**config.mk**
```make
export PLATFORM = sky130hd
export DESIGN_NAME = mem_split_arbiter
export DESIGN_NICKNAME = d
export VERILOG_FILES = /design/src/rtl/mem_split_arbiter.sv
export SDC_FILE = /design/constraint.sdc
export NUM_CORES = 1
export LEC_CHECK = 0
export CORE_AREA = 2 2 121 123
export CTS_CLUSTER_DIAMETER = 150
export DETAILED_ROUTE_END_ITERATION = 10
export DIE_AREA = 0 0 123 125
export PLACE_DENSITY_LB_ADDON = 0.08
export REMOVE_ABC_BUFFERS = 1
export SYNTH_ARGS = -nofsm -noshare
export SYNTH_HDL_FRONTEND = slang
export SYNTH_SLANG_ARGS = --single-unit
```
**constraint.sdc**
```tcl
create_clock -name clk_i -period 7.3 [get_ports clk_i]
set_input_delay 1.46 -clock clk_i [delete_from_list [all_inputs] [get_ports clk_i]]
set_output_delay 1.46 -clock clk_i [all_outputs]
set_load 0.01 [all_outputs]
```
**src/rtl/mem_split_arbiter.sv**
```systemverilog
// Two-master round-robin arbiter onto one split-transaction slave port; read responses are
// steered back through an in-order master-id FIFO. Define MEM_SPLIT_ARB_FIXED_PRIO_EN for fixed m0 priority.
module mem_split_arbiter #(
    parameter int unsigned RESP_FIFO_DEPTH_POW = 2
) (
    input  logic        clk_i,
    input  logic        rst_i,
    input  logic        m0_req_i,
    input  logic        m0_we_i,
    input  logic [31:0] m0_addr_bi,
    input  logic [3:0]  m0_be_bi,
    input  logic [31:0] m0_wdata_bi,
    output logic        m0_ack_o,
    output logic        m0_resp_o,
    output logic [31:0] m0_rdata_bo,
    input  logic        m1_req_i,
    input  logic        m1_we_i,
    input  logic [31:0] m1_addr_bi,
    input  logic [3:0]  m1_be_bi,
    input  logic [31:0] m1_wdata_bi,
    output logic        m1_ack_o,
    output logic        m1_resp_o,
    output logic [31:0] m1_rdata_bo,
    output logic        s_req_o,
    output logic        s_we_o,
    output logic [31:0] s_addr_bo,
    output logic [3:0]  s_be_bo,
    output logic [31:0] s_wdata_bo,
    input  logic        s_ack_i,
    input  logic        s_resp_i,
    input  logic [31:0] s_rdata_bi,
    output logic        err_o
);

    localparam int unsigned Depth = 1 << RESP_FIFO_DEPTH_POW;
    localparam int unsigned PtrW  = RESP_FIFO_DEPTH_POW + 1;

    logic             lock_vld_q, lock_vld_d;
    logic             lock_id_q, lock_id_d;
    logic             rr_last_q, rr_last_d;
    logic             err_q, err_d;
    logic [PtrW-1:0]  wr_ptr_q, wr_ptr_d;
    logic [PtrW-1:0]  rd_ptr_q, rd_ptr_d;
    logic [PtrW-1:0]  cnt_q, cnt_d;
    logic [Depth-1:0] id_mem_q, id_mem_d;

    logic                          gnt_vld, gnt_id;
    logic                          gnt_req, gnt_we;
    logic [31:0]                   gnt_addr, gnt_wdata;
    logic [3:0]                    gnt_be;
    logic                          rd_block, accept, push, pop, head_id;
    logic [RESP_FIFO_DEPTH_POW-1:0] wr_idx, rd_idx;

    assign wr_idx  = wr_ptr_q[RESP_FIFO_DEPTH_POW-1:0];
    assign rd_idx  = rd_ptr_q[RESP_FIFO_DEPTH_POW-1:0];
    assign head_id = id_mem_q[rd_idx];
    // Count never exceeds Depth, so its MSB alone marks "full".
    assign rd_block = cnt_q[PtrW-1];

    always_comb begin
        gnt_vld = 1'b0;
        gnt_id  = 1'b0;
        if (lock_vld_q) begin
            gnt_vld = 1'b1;
            gnt_id  = lock_id_q;
        end else if (m0_req_i && m1_req_i) begin
            gnt_vld = 1'b1;
`ifdef MEM_SPLIT_ARB_FIXED_PRIO_EN
            gnt_id  = 1'b0;
`else
            gnt_id  = ~rr_last_q;
`endif
        end else if (m0_req_i) begin
            gnt_vld = 1'b1;
            gnt_id  = 1'b0;
        end else if (m1_req_i) begin
            gnt_vld = 1'b1;
            gnt_id  = 1'b1;
        end
    end

    always_comb begin
        gnt_req   = 1'b0;
        gnt_we    = 1'b0;
        gnt_addr  = '0;
        gnt_be    = '0;
        gnt_wdata = '0;
        if (gnt_vld) begin
            if (gnt_id) begin
                gnt_req   = m1_req_i;
                gnt_we    = m1_we_i;
                gnt_addr  = m1_addr_bi;
                gnt_be    = m1_be_bi;
                gnt_wdata = m1_wdata_bi;
            end else begin
                gnt_req   = m0_req_i;
                gnt_we    = m0_we_i;
                gnt_addr  = m0_addr_bi;
                gnt_be    = m0_be_bi;
                gnt_wdata = m0_wdata_bi;
            end
        end
    end

    assign accept = s_req_o && s_ack_i;
    assign push   = accept && !gnt_we;
    assign pop    = s_resp_i && (cnt_q != '0);

    always_comb begin
        lock_vld_d = 1'b0;
        lock_id_d  = lock_id_q;
        rr_last_d  = rr_last_q;
        err_d      = err_q || (s_resp_i && (cnt_q == '0));
        wr_ptr_d   = wr_ptr_q;
        rd_ptr_d   = rd_ptr_q;
        cnt_d      = cnt_q;
        id_mem_d   = id_mem_q;
        if (accept) begin
            rr_last_d = gnt_id;
        end else if (gnt_req) begin
            // Hold the grant on a stalled (or read-blocked) master.
            lock_vld_d = 1'b1;
            lock_id_d  = gnt_id;
        end
        if (push) begin
            id_mem_d[wr_idx] = gnt_id;
            wr_ptr_d         = wr_ptr_q + 1'b1;
        end
        if (pop) begin
            rd_ptr_d = rd_ptr_q + 1'b1;
        end
        case ({push, pop})
            2'b10:   cnt_d = cnt_q + 1'b1;
            2'b01:   cnt_d = cnt_q - 1'b1;
            default: cnt_d = cnt_q;
        endcase
    end

    always_ff @(posedge clk_i or posedge rst_i) begin
        if (rst_i) begin
            lock_vld_q <= 1'b0;
            lock_id_q  <= 1'b0;
            rr_last_q  <= 1'b1;
            err_q      <= 1'b0;
            wr_ptr_q   <= '0;
            rd_ptr_q   <= '0;
            cnt_q      <= '0;
            id_mem_q   <= '0;
        end else begin
            lock_vld_q <= lock_vld_d;
            lock_id_q  <= lock_id_d;
            rr_last_q  <= rr_last_d;
            err_q      <= err_d;
            wr_ptr_q   <= wr_ptr_d;
            rd_ptr_q   <= rd_ptr_d;
            cnt_q      <= cnt_d;
            id_mem_q   <= id_mem_d;
        end
    end

    always_comb begin
        s_req_o     = gnt_req && !(!gnt_we && rd_block);
        s_we_o      = gnt_we;
        s_addr_bo   = gnt_addr;
        s_be_bo     = gnt_be;
        s_wdata_bo  = gnt_wdata;
        m0_ack_o    = accept && !gnt_id;
        m1_ack_o    = accept && gnt_id;
        m0_resp_o   = pop && !head_id;
        m1_resp_o   = pop && head_id;
        m0_rdata_bo = m0_resp_o ? s_rdata_bi : '0;
        m1_rdata_bo = m1_resp_o ? s_rdata_bi : '0;
        err_o       = err_q;
    end

endmodule

```
# --- After elaboration in Yosys (flattened, before gate mapping) ---
# Cells that the tools add are included.
word_totals:
  input_bits: 176
  output_inout_bits: 139
  regBits: 17
op_classes:
  add_sub_neg: 4
  n_reduce_logical: 21
  order_cmp: 3
  n_bitwise: 2
  n_mux: 27
  eq_ne: 2
op_table:
  columns: ["cell", "n"]
  rows:
  - ["2-to-1 mux 32 bit", 6]
  - ["2-to-1 mux 1 bit", 15]
  - ["logical AND 1 bit", 12]
  - ["adder 3 x 1 -> 3 bit, second input constant", 3]
  - ["2-to-1 mux 4 bit", 2]
  - ["less-than comparator 2 x 3 -> 1 bit, second input constant", 2]
  - ["one-hot mux 3 bit (2 select lines)", 1]
  - ["bitwise mux 4 bit", 1]
  - ["zero test 1 bit", 4]
  - ["zero test 3 bit", 1]
  - ["nonzero test 3 bit", 1]
  - ["subtractor 3 x 1 -> 3 bit, second input constant", 1]
  - ["binary-select mux 1 bit (select 2 bit)", 1]
  - ["demux 1 bit (select 2 bit)", 1]
  - ["== test 2 x 1 -> 1 bit, second input constant", 1]
  - ["== test 2 bit, second input constant", 1]
  - [">= comparator 2 x 1 -> 1 bit, second input constant", 1]
  - ["inverter 1 bit", 2]
  - ["AND reduction 2 bit", 1]
  - ["nonzero test 2 bit", 1]
  - ["logical OR 1 bit", 1]

# --- Depth between registers and ports, before layout ---
# Gate-level depths: netlist of the first run.
logic_depth:
  word_depth: 14
  mapped_depth: 11
  mapped_depth_nobuf: 10

# --- Worst setup path before layout of the first run ---
# OpenSTA, ideal clock, no wires.
synth_timing:
  kind: "input port to output port"
  start: "input port m0_req_i"
  end: "output port m0_ack_o"
  setup_slack_ns: 3.297
  t_required_ns: 5.840
  path_stages: 4
  t_arrival_ns: 2.543
  cell_sequence: "and2_1 > o2111a_1 > or3_1 > nor3_1"
synth_between:
  elab_chain_len: 11
synth_lines:
  columns: ["item", "line_no", "text"]
  rows:
  - ["from (decl)", "8", "input logic m0_req_i,"]
  - ["2-to-1 mux 1 bit or logical AND 1 bit (tied branches)", "73, 66", null]
  - ["2-to-1 mux 1 bit", "66", "end else if (m0_req_i && m1_req_i) begin"]
  - ["2-to-1 mux 1 bit", "63", "if (lock_vld_q) begin"]
  - ["2-to-1 mux 1 bit", "89", "if (gnt_id) begin"]
  - ["2-to-1 mux 1 bit", "88", "if (gnt_vld) begin"]
  - ["zero test 1 bit", "162", "s_req_o = gnt_req && !(!gnt_we && rd_block);"]
  - ["logical AND 1 bit", "162", null]
  - ["zero test 1 bit", "162", null]
  - ["logical AND 1 bit", "162", null]
  - ["logical AND 1 bit", "105", "assign accept = s_req_o && s_ack_i;"]
  - ["logical AND 1 bit (*)", "167", "m0_ack_o = accept && !gnt_id;"]
  - ["to (decl)", "13", "output logic m0_ack_o,"]
# Mark *: on every way between the ends. The rest lies on a longest branch, timed or not.

# --- Worst setup path after layout of the first run ---
layout_timing:
  start: "input port m1_req_i"
  end: "output port s_addr_bo[14]"
layout_between:
  elab_chain_len: 6
layout_lines:
  columns: ["item", "line_no", "text"]
  rows:
  - ["from (decl)", "16", "input logic m1_req_i,"]
  - ["2-to-1 mux 1 bit", "76", "end else if (m1_req_i) begin"]
  - ["2-to-1 mux 1 bit", "73", "end else if (m0_req_i) begin"]
  - ["2-to-1 mux 1 bit", "66", null]
  - ["2-to-1 mux 1 bit", "63", null]
  - ["2-to-1 mux 32 bit", "89", null]
  - ["2-to-1 mux 32 bit (*)", "88", null]
  - ["to (decl)", "26", "output logic [31:0] s_addr_bo,"]
# Marked as above.

==> flow_summary.toml, run 1 <==
[yosys]
avgSynthCellArea_um2 = 6.04
synth_edf_count = 0
synth_flop_cell = "dfrtp_1"
netlist_area_um2 = 2410
ys_ff_latch = 15
ys_types = 41
ys_warn_count = 0
synth_area_leaders = "nand2_1 22%, dfrtp_1 15%, a21oi_1 14%, and2_1 8.8%, and3_1 8.6%"
seq_area_frac_synth_pct = 15.6
async_reset_ff_share_pct = 100
syn_inst = 399
synth_top_area_cell = "nand2_1"
synth_top_area_share_pct = 21.7

[setup_path]
critPathMaxFanout = 43
cp-end-kind = "output pin"
worst_ep_required_time_ns = 5.84
slowest_delay_ns = 0.79
cp_slowest_cell = "clkdlybuf4s50_1"
cp_cell_sequence = "clkdlybuf4s50_1 -> nand2b_1 -> o21ai_4 -> buf_12 -> nand2_1 -> a21oi_1 -> clkdlybuf4s50_1"
worstSetupStartpointType = "input pin"
arrival_ns = 4.44
critPathMostFrequentCell = "clkdlybuf4s50_1"
worstSetupPathType = "in -> out"

[sta]
period_share_pct = 80.9
max-slew-margin-rel_pct = 38.2
clock.fmax_mhz = 169
final_max_slew_viol_count = 0
tightest_slew_ns = 0.924
setup_violations = 0
rsz0062_at_grt = "false"
tns_ns = 0
finClkSkew_ns = 0.000484
min_period_ns = 5.90
hold_viol = 0

[pwr]
ir_drop_mv = 0.150
combinationalPowerShare_pct = 83.6
swShare_pct = 44.7
p_leak_nw = 2.38
p_sw_uw = 735
seqPwrFrac_pct = 10.0
p_clk_share_pct = 6.4
p_int_uw = 907
power_mw = 1.64
powerDensity_nw_per_um2 = 284

[die]
ios = 315
dieHeight_um = 125
start_util_pct = 17.0
core-area_um2 = 14200
die-area_um2 = 15400
placementRows = 44
die_x_um = 123

[routing]
vias = 3796
firstDrtPassIters = 4
via_per_inst = 4.36
final_antenna_net_count = 0
drt_iter0_drc = 149
drc = 0
finalWirelength_um = 15500
wire_per_inst_um = 17.8

[clocking]
cts_tree = "built"
htree_num_levels = 1
path_clk_slew_ns = 0.05
cts_sinks = 15
clk_latency_ns = 0.24
clk_path_buf_depth = 2
cts_buffers = 3
cts_resized = 0
post_cts_buffers = 0
root_buffer = "clkbuf_16"
cts_hold_buf = 0

[finish]
fin_nets = 870
area_growth_pct = 140
drive_gt1_share_pct = 3.06
antennaDiodeCount = 0
nFillCells = 1463

[place]
dpl.hpwl_um = 12400
place.gp.congestion = 0.843
io_buffers = 314

[global_route]
grtUsageTotal_pct = 18.5
grt_pass1_wl_um = 22000
gr-total-overflow = 0
grt_max_degree = 69
grt_pass1_vias = 3675
antenna_found_initial = 0

[run_status]
status = "finished clean"

[flow_run]
drv_cap = 0

[worst_hold_path]
hp-class = "reg -> reg"
[sequential cells by signal, summed over array words and instances (netlist names)]
register,cells
err_o,1
id_mem_q,4
lock_id_q,1
rd_ptr_q,2
cnt_q,3
lock_vld_q,1
wr_ptr_q,2
rr_last_q,1
[synth_stat cells (2+ instances only)]
cell type and n:
nand2b_1 4, xnor2_1 4, o21a_1 3, and2_1 34, mux2_1 2, dfrtp_1 14
nor2_1 3, nor3b_1 3, ha_1 5, buf_2 14, o2111ai_1 4, xor2_1 2
nor3_1 4, clkbuf_1 21, o211ai_1 2, inv_1 10, and3_1 33, mux2_2 4
a21oi_1 69, nand2_1 139, a31oi_1 5
[per-layer routing]
metal / share of wire [%] / GRT usage (%) / vias to the layer above / routed length, µm
met4: 0.39 / 1.94 / 0 / 61
met1: 39 / 21.1 / 1745 / 6070
li1: - / - / 1908 / -
met3: 9.8 / 5.34 / 4 / 1530
met5: 0 / 0 / - / 0
met2: 51 / 34.8 / 139 / 7880
[power groups by stage]
stage | clock (mW) | sequential (mW) | combinational, mW
2_1_floorplan | 0 | 0.156 | 0.621
4_1_cts | 0.108 | 0.165 | 1.39
3_5_place_dp | 0 | 0.166 | 1.39
5_1_grt | 0.112 | 0.172 | 1.48
3_3_place_gp | 0 | 0.164 | 1.38
6_report | 0.105 | 0.165 | 1.37
[stage by stage]
step | instance area [µm²] | worst slack (ns) | utilization [%] | hold slack [ns] | cells
2_1_floorplan | 2260 | 0.587 | - | 0.453 | 364
3_3_place_gp | 5700 | 1.47 | 40.1 | 0.449 | 867
3_5_place_dp | 5700 | 1.44 | 40.1 | 0.448 | 867
4_1_cts | 5780 | 1.42 | 40.7 | 0.464 | 871
5_1_grt | 5780 | 1.21 | 40.7 | 0.477 | 871
6_report | 5780 | 1.40 | 40.7 | 0.466 | 871
[layout by cell type, fill, tap and decap left out, types with 2 or more instances in the layout]
cell / Yosys / layout
nand2b_1: 4 / 4
o21a_1: 3 / 2
a31oi_1: 5 / 5
and3_1: 33 / 33
and2_1: 34 / 34
nor2_1: 3 / 3
nor3_1: 4 / 3
o2111ai_1: 4 / 4
nand2_1: 139 / 139
dfrtp_1: 14 / 14
ha_1: 5 / 5
nor3b_1: 3 / 3
buf_4: 0 / 4
clkdlybuf4s50_1: 0 / 314
o211ai_1: 2 / 2
a21oi_1: 69 / 69
xor2_1: 2 / 2
mux2_1: 2 / 2
xnor2_1: 4 / 4
clkbuf_16: 0 / 3
mux2_2: 4 / 4
inv_1: 10 / 10
[layout make-up]
type	count	area [µm²]	area share [%]
flip-flops and latches	15	377	6.52
well taps	184	230	3.98
multi-input cells	339	1860	32.2
clock inverters	1	5.00	0.0866
inverters	10	37.5	0.649
repair buffers	319	3190	55.2
clock buffers	3	75.1	1.30
[path summary, 6_finish.rpt]
check	cells after the start	to	from	slack (ns)
setup / recovery	7	s_addr_bo[14]	m1_req_i	1.40
hold / removal	1	err_o	err_o	0.47
setup reg to reg	9	cnt_q[2]	cnt_q[2]	4.52
hold reg to reg	1	err_o	err_o	0.47
max in group asynchronous	2	rd_ptr_q[1]	rst_i	5.33
min in group asynchronous	2	lock_id_q	rst_i	1.59
[worst max-delay path: cells and delay by family]
family / cells / cell delay (ns)
and+or+nand+nor: 2 / 0.32
buffers and inverters: 3 / 1.68
AOI/OAI and AO/OA: 2 / 0.96
[logic make-up (layout without fill, tap and decap cells)]
family	Yosys count	count (layout)	synth area share [%]
simple gates	227	227	44.3
compound gates	92	92	22.6
buf+inv	45	333	7.74
flops	15	15	15.6
mux	8	8	4.16
fa+ha+maj	6	6	3.43
xor+xnor	6	6	2.18
No activity file was read; power rests on OpenSTA's default activity.
==> run 2: changes to the inputs <==
--- a/config.mk
+++ b/config.mk
@@ -5,10 +5,10 @@
 export SDC_FILE = /design/constraint.sdc
 export NUM_CORES = 1
 export LEC_CHECK = 0
-export CORE_AREA = 2 2 121 123
+export CORE_AREA = 2 2 122 124
 export CTS_CLUSTER_DIAMETER = 150
 export DETAILED_ROUTE_END_ITERATION = 10
-export DIE_AREA = 0 0 123 125
+export DIE_AREA = 0 0 124 126
 export PLACE_DENSITY_LB_ADDON = 0.08
 export REMOVE_ABC_BUFFERS = 1
 export SYNTH_ARGS = -nofsm -noshare
==> constraint.sdc (replaced) <==
create_clock -name clk_i -period 5.3 [get_ports clk_i]
set_input_delay 1.06 -clock clk_i [delete_from_list [all_inputs] [get_ports clk_i]]
set_output_delay 1.06 -clock clk_i [all_outputs]
set_load 0.01 [all_outputs]
==> flow_summary.toml, run 2 (synthesized netlist as in run 1, its figures left out) <==
[run_status]
status = "finished clean"

[setup_path]
critPathMaxFanout = 14
cp_slowest_cell = "clkdlybuf4s50_1"
cp_cell_sequence = "clkdlybuf4s50_1 -> buf_4 -> nand2b_1 -> o2111a_1 -> or3_1 -> nor3_1 -> clkdlybuf4s50_1"
cp-end-kind = "output pin"
worstSetupStartpointType = "input pin"
worst_ep_required_time_ns = 4.24
worstSetupPathType = "in -> out"
arrival_ns = 3.34
critPathMostFrequentCell = "clkdlybuf4s50_1"
slowest_delay_ns = 0.57

[pwr]
power_mw = 2.28
powerDensity_nw_per_um2 = 392
p_leak_nw = 2.39
ir_drop_mv = 0.243

[sta]
tightest_slew_ns = 0.880
tns_ns = 0
finClkSkew_ns = 0.000978
rsz0062_at_grt = "false"
final_max_slew_viol_count = 0
hold_viol = 0
min_period_ns = 4.40
period_share_pct = 82.9
clock.fmax_mhz = 228
setup_violations = 0
holdWs_ns = 0.464
max-slew-margin-rel_pct = 41.3

[global_route]
grt_max_degree = 69
gr-total-overflow = 0
grt_pass1_vias = 3661
grtUsageTotal_pct = 18.0
antenna_found_initial = 2
grt_pass1_wl_um = 21700

[clocking]
clk_path_buf_depth = 2
path_clk_slew_ns = 0.05
htree_num_levels = 1
root_buffer = "clkbuf_16"
cts_hold_buf = 0
cts_buffers = 3
cts_resized = 0
cts_sinks = 15
post_cts_buffers = 0
cts_tree = "built"
clk_latency_ns = 0.24

[place]
io_buffers = 314
dpl.hpwl_um = 12500
place.gp.congestion = 0.905

[routing]
vias = 3822
wire_per_inst_um = 18.0
via_per_inst = 4.37
final_antenna_net_count = 0
firstDrtPassIters = 4
drt_iter0_drc = 146
drc = 0
finalWirelength_um = 15700

[finish]
drive_gt1_share_pct = 3.34
reg.largest.list = "id_mem_q x4, cnt_q x3"
final_common_cell = "clkdlybuf4s50_1"
final_cell_mix = "314 x clkdlybuf4s50_1, 139 x nand2_1, 69 x a21oi_1, 34 x and2_1, 33 x and3_1"
largest-register = "id_mem_q"
post-route-util_pct = 40.7
layout.area.seq_um2 = 377
fin_nets = 872
largest_register_ff_count = 4
nFillCells = 1496
multi_input_area_um2 = 1860
area_growth_pct = 142

[die]
die_x_um = 124
core-area_um2 = 14300
start_util_pct = 16.8
dieHeight_um = 126
ios = 315
placementRows = 44
die-area_um2 = 15600

[flow_run]
drv_cap = 0

[worst_hold_path]
hp-class = "reg -> reg"
==> run 2: per-stage QoR <==
step	setup slack [ns]	instances	area, µm²
global placement	0.907	869	5740
global route	0.764	873	5820
detailed placement	0.893	869	5740
floorplan	-0.613	364	2260
CTS	0.890	873	5820
finish	0.905	874	5830
==> run 2: cell type report <==
| class | count | area share, % |
|---|---|---|
| Tap cell | 184 | 3.95 |
| Inverter | 10 | 0.644 |
| Clock buffer | 3 | 1.29 |
| Sequential cell | 15 | 6.46 |
| Multi-Input combinational cell | 339 | 32.0 |
| Timing Repair Buffer | 321 | 55.5 |
| Clock inverter | 1 | 0.129 |
| Antenna cell | 1 | 0.0430 |
==> run 2: critical path, delay by kind of cell <==
family | cells | cell delay [ns]
and+or+nand+nor | 3 | 0.73
AOI/OAI and AO/OA | 1 | 0.32
buffers and inverters | 3 | 1.21
==> run 2: metal layers <==
layer	global-route usage [%]	vias up	wire length, µm
met5	0	-	13
met4	3.24	2	242
met3	5.07	16	1450
met2	34.6	144	8180
met1	19.4	1748	5810
li1	-	1912	-
==> run 2: final timing paths <==
path | from | end | slack (ns) | cells past startpoint
max | m1_req_i | m1_ack_o | 0.90 | 7
min | err_o | err_o | 0.46 | 1
max reg2reg | cnt_q[2] | cnt_q[2] | 2.52 | 9
max in group asynchronous | rst_i | rd_ptr_q[1] | 3.75 | 2
min in group asynchronous | rst_i | wr_ptr_q[1] | 1.17 | 2
min reg2reg | err_o | err_o | 0.46 | 1
==> run 2: power breakdown <==
group	switching (mW)	leakage, nW	internal [mW]
registers	0.0533	0.179	0.173
clock network	0.0474	0.0371	0.102
logic	0.916	2.18	0.993
==> run 3: changes to the inputs <==
==> constraint.sdc (replaced) <==
create_clock -name clk_i -period 3.5 [get_ports clk_i]
set_input_delay 0.7 -clock clk_i [delete_from_list [all_inputs] [get_ports clk_i]]
set_output_delay 0.7 -clock clk_i [all_outputs]
set_load 0.01 [all_outputs]
==> flow_summary.toml, run 3 (synthesized netlist as in run 1, its figures left out) <==
[global_route]
grt_pass1_vias = 3628
gr-total-overflow = 0
met3_usage_pct = 4.76
grtUsageTotal_pct = 17.6
grt_max_degree = 69
grt.met1_usage_pct = 19.2
antenna_found_initial = 0
grt.busiest_layer = "met2"
grt_use_met2_pct = 34.3
grt_pass1_wl_um = 21300

[finish]
area_growth_pct = 147
post-route-util_pct = 41.6
largest-register = "id_mem_q"
largest_register_ff_count = 4
final_cell_mix = "311 x clkdlybuf4s50_1, 139 x nand2_1, 69 x a21oi_1, 33 x and3_1, 33 x and2_1"
nFillCells = 1459
multi_input_area_um2 = 1870
final_common_cell = "clkdlybuf4s50_1"
layout.area.seq_um2 = 377
antennaDiodeCount = 0
fin_nets = 882
drive_gt1_share_pct = 5.01
final_cell_count_no_fill = 883
reg.largest.list = "id_mem_q x4, cnt_q x3"

[place]
io_buffers = 314
dpl.hpwl_um = 12200
place.gp.congestion = 0.907
place_ws_ns = 0.0371
placedCellCount = 879

[routing]
drc = 0
vias = 3853
firstDrtPassIters = 4
final_antenna_net_count = 0
finalWirelength_um = 15300
via_per_inst = 4.36
drt_iter0_drc = 161
wire_per_inst_um = 17.4

[sta]
final_max_slew_viol_count = 0
min_period_ns = 3.37
finClkSkew_ns = 0.00506
rsz0062_at_grt = "false"
max-slew-margin-rel_pct = 62.8
fin_ws_ns = 0.128
clock.fmax_mhz = 297
setup_violations = 0
tns_ns = 0
period_share_pct = 96.3
tightest_slew_ns = 0.557
hold_viol = 0

[pwr]
powerDensity_nw_per_um2 = 596
p_leak_nw = 2.51
ir_drop_mv = 0.325
power_mw = 3.55

[clocking]
cts_buffers = 3
clk_latency_ns = 0.24
path_clk_slew_ns = 0.05
cts_tree = "built"
clk_path_buf_depth = 2
htree_num_levels = 1
cts_sinks = 15
post_cts_buffers = 0
root_buffer = "clkbuf_16"
cts_hold_buf = 0
cts_resized = 0

[run_status]
status = "finished clean"

[setup_path]
critPathMaxFanout = 4
worst_ep_required_time_ns = 2.80
arrival_ns = 2.67
worstSetupStartpointType = "input pin"
cp-end-kind = "output pin"
worstSetupPathType = "in -> out"

[die]
die_x_um = 124
dieHeight_um = 126
ios = 315
die-area_um2 = 15600
start_util_pct = 16.8
placementRows = 44
core-area_um2 = 14300

[worst_hold_path]
hp-class = "reg -> reg"

[flow_run]
drv_cap = 0
run 3: cell types whose count changed in the layout (fill, tap and decap cells not counted), moves of 3 or more:
cell / delta
buf_12: +3
dlymetal6s2s_1: +3
clkdlybuf4s50_1: -3
buf_4: +6
run 3: through the flow:
stage	hold slack, ns	area, µm²
after floorplan	0.453	2260
after global placement	0.445	5850
after detailed placement	0.454	5850
after CTS	0.463	5930
after global routing	0.485	5950
final	0.456	5950
run 3: cell type report:
cell class / instances / area share (%)
Inverter: 10 / 0.631
Sequential cell: 15 / 6.33
Timing Repair Buffer: 331 / 56.4
Clock buffer: 3 / 1.26
Multi-Input combinational cell: 339 / 31.4
Clock inverter: 1 / 0.0841
Tap cell: 184 / 3.87
run 3: path summary, 6_finish.rpt:
path | slack (ns) | startpoint | cells after the start | to
min in group asynchronous | 0.80 | rst_i | 2 | id_mem_q[2]
min | 0.46 | err_o | 1 | err_o
max reg2reg | 0.95 | lock_vld_q | 10 | cnt_q[2]
max in group asynchronous | 2.32 | rst_i | 2 | rr_last_q
min reg2reg | 0.46 | err_o | 1 | err_o
max | 0.13 | m1_req_i | 6 | s_req_o
run 3: layer usage:
layer	vias to the layer above	part of all wire (%)
li1	1939	-
met1	1776	37
met2	132	53
met3	6	9.3
met4	0	0.47
met5	-	0
run 3: report_power, final:
part	internal [mW]	switching [mW]
Clock	0.152	0.0663
Combinational	1.59	1.40
Sequential	0.263	0.0827
run 3: critical path, cell delays in order:
cell	delay [ns]
clkdlybuf4s50_1	0.55
nand2b_4	0.09
o2111a_1	0.26
or3_1	0.42
nor2_1	0.11
clkdlybuf4s50_1	0.54
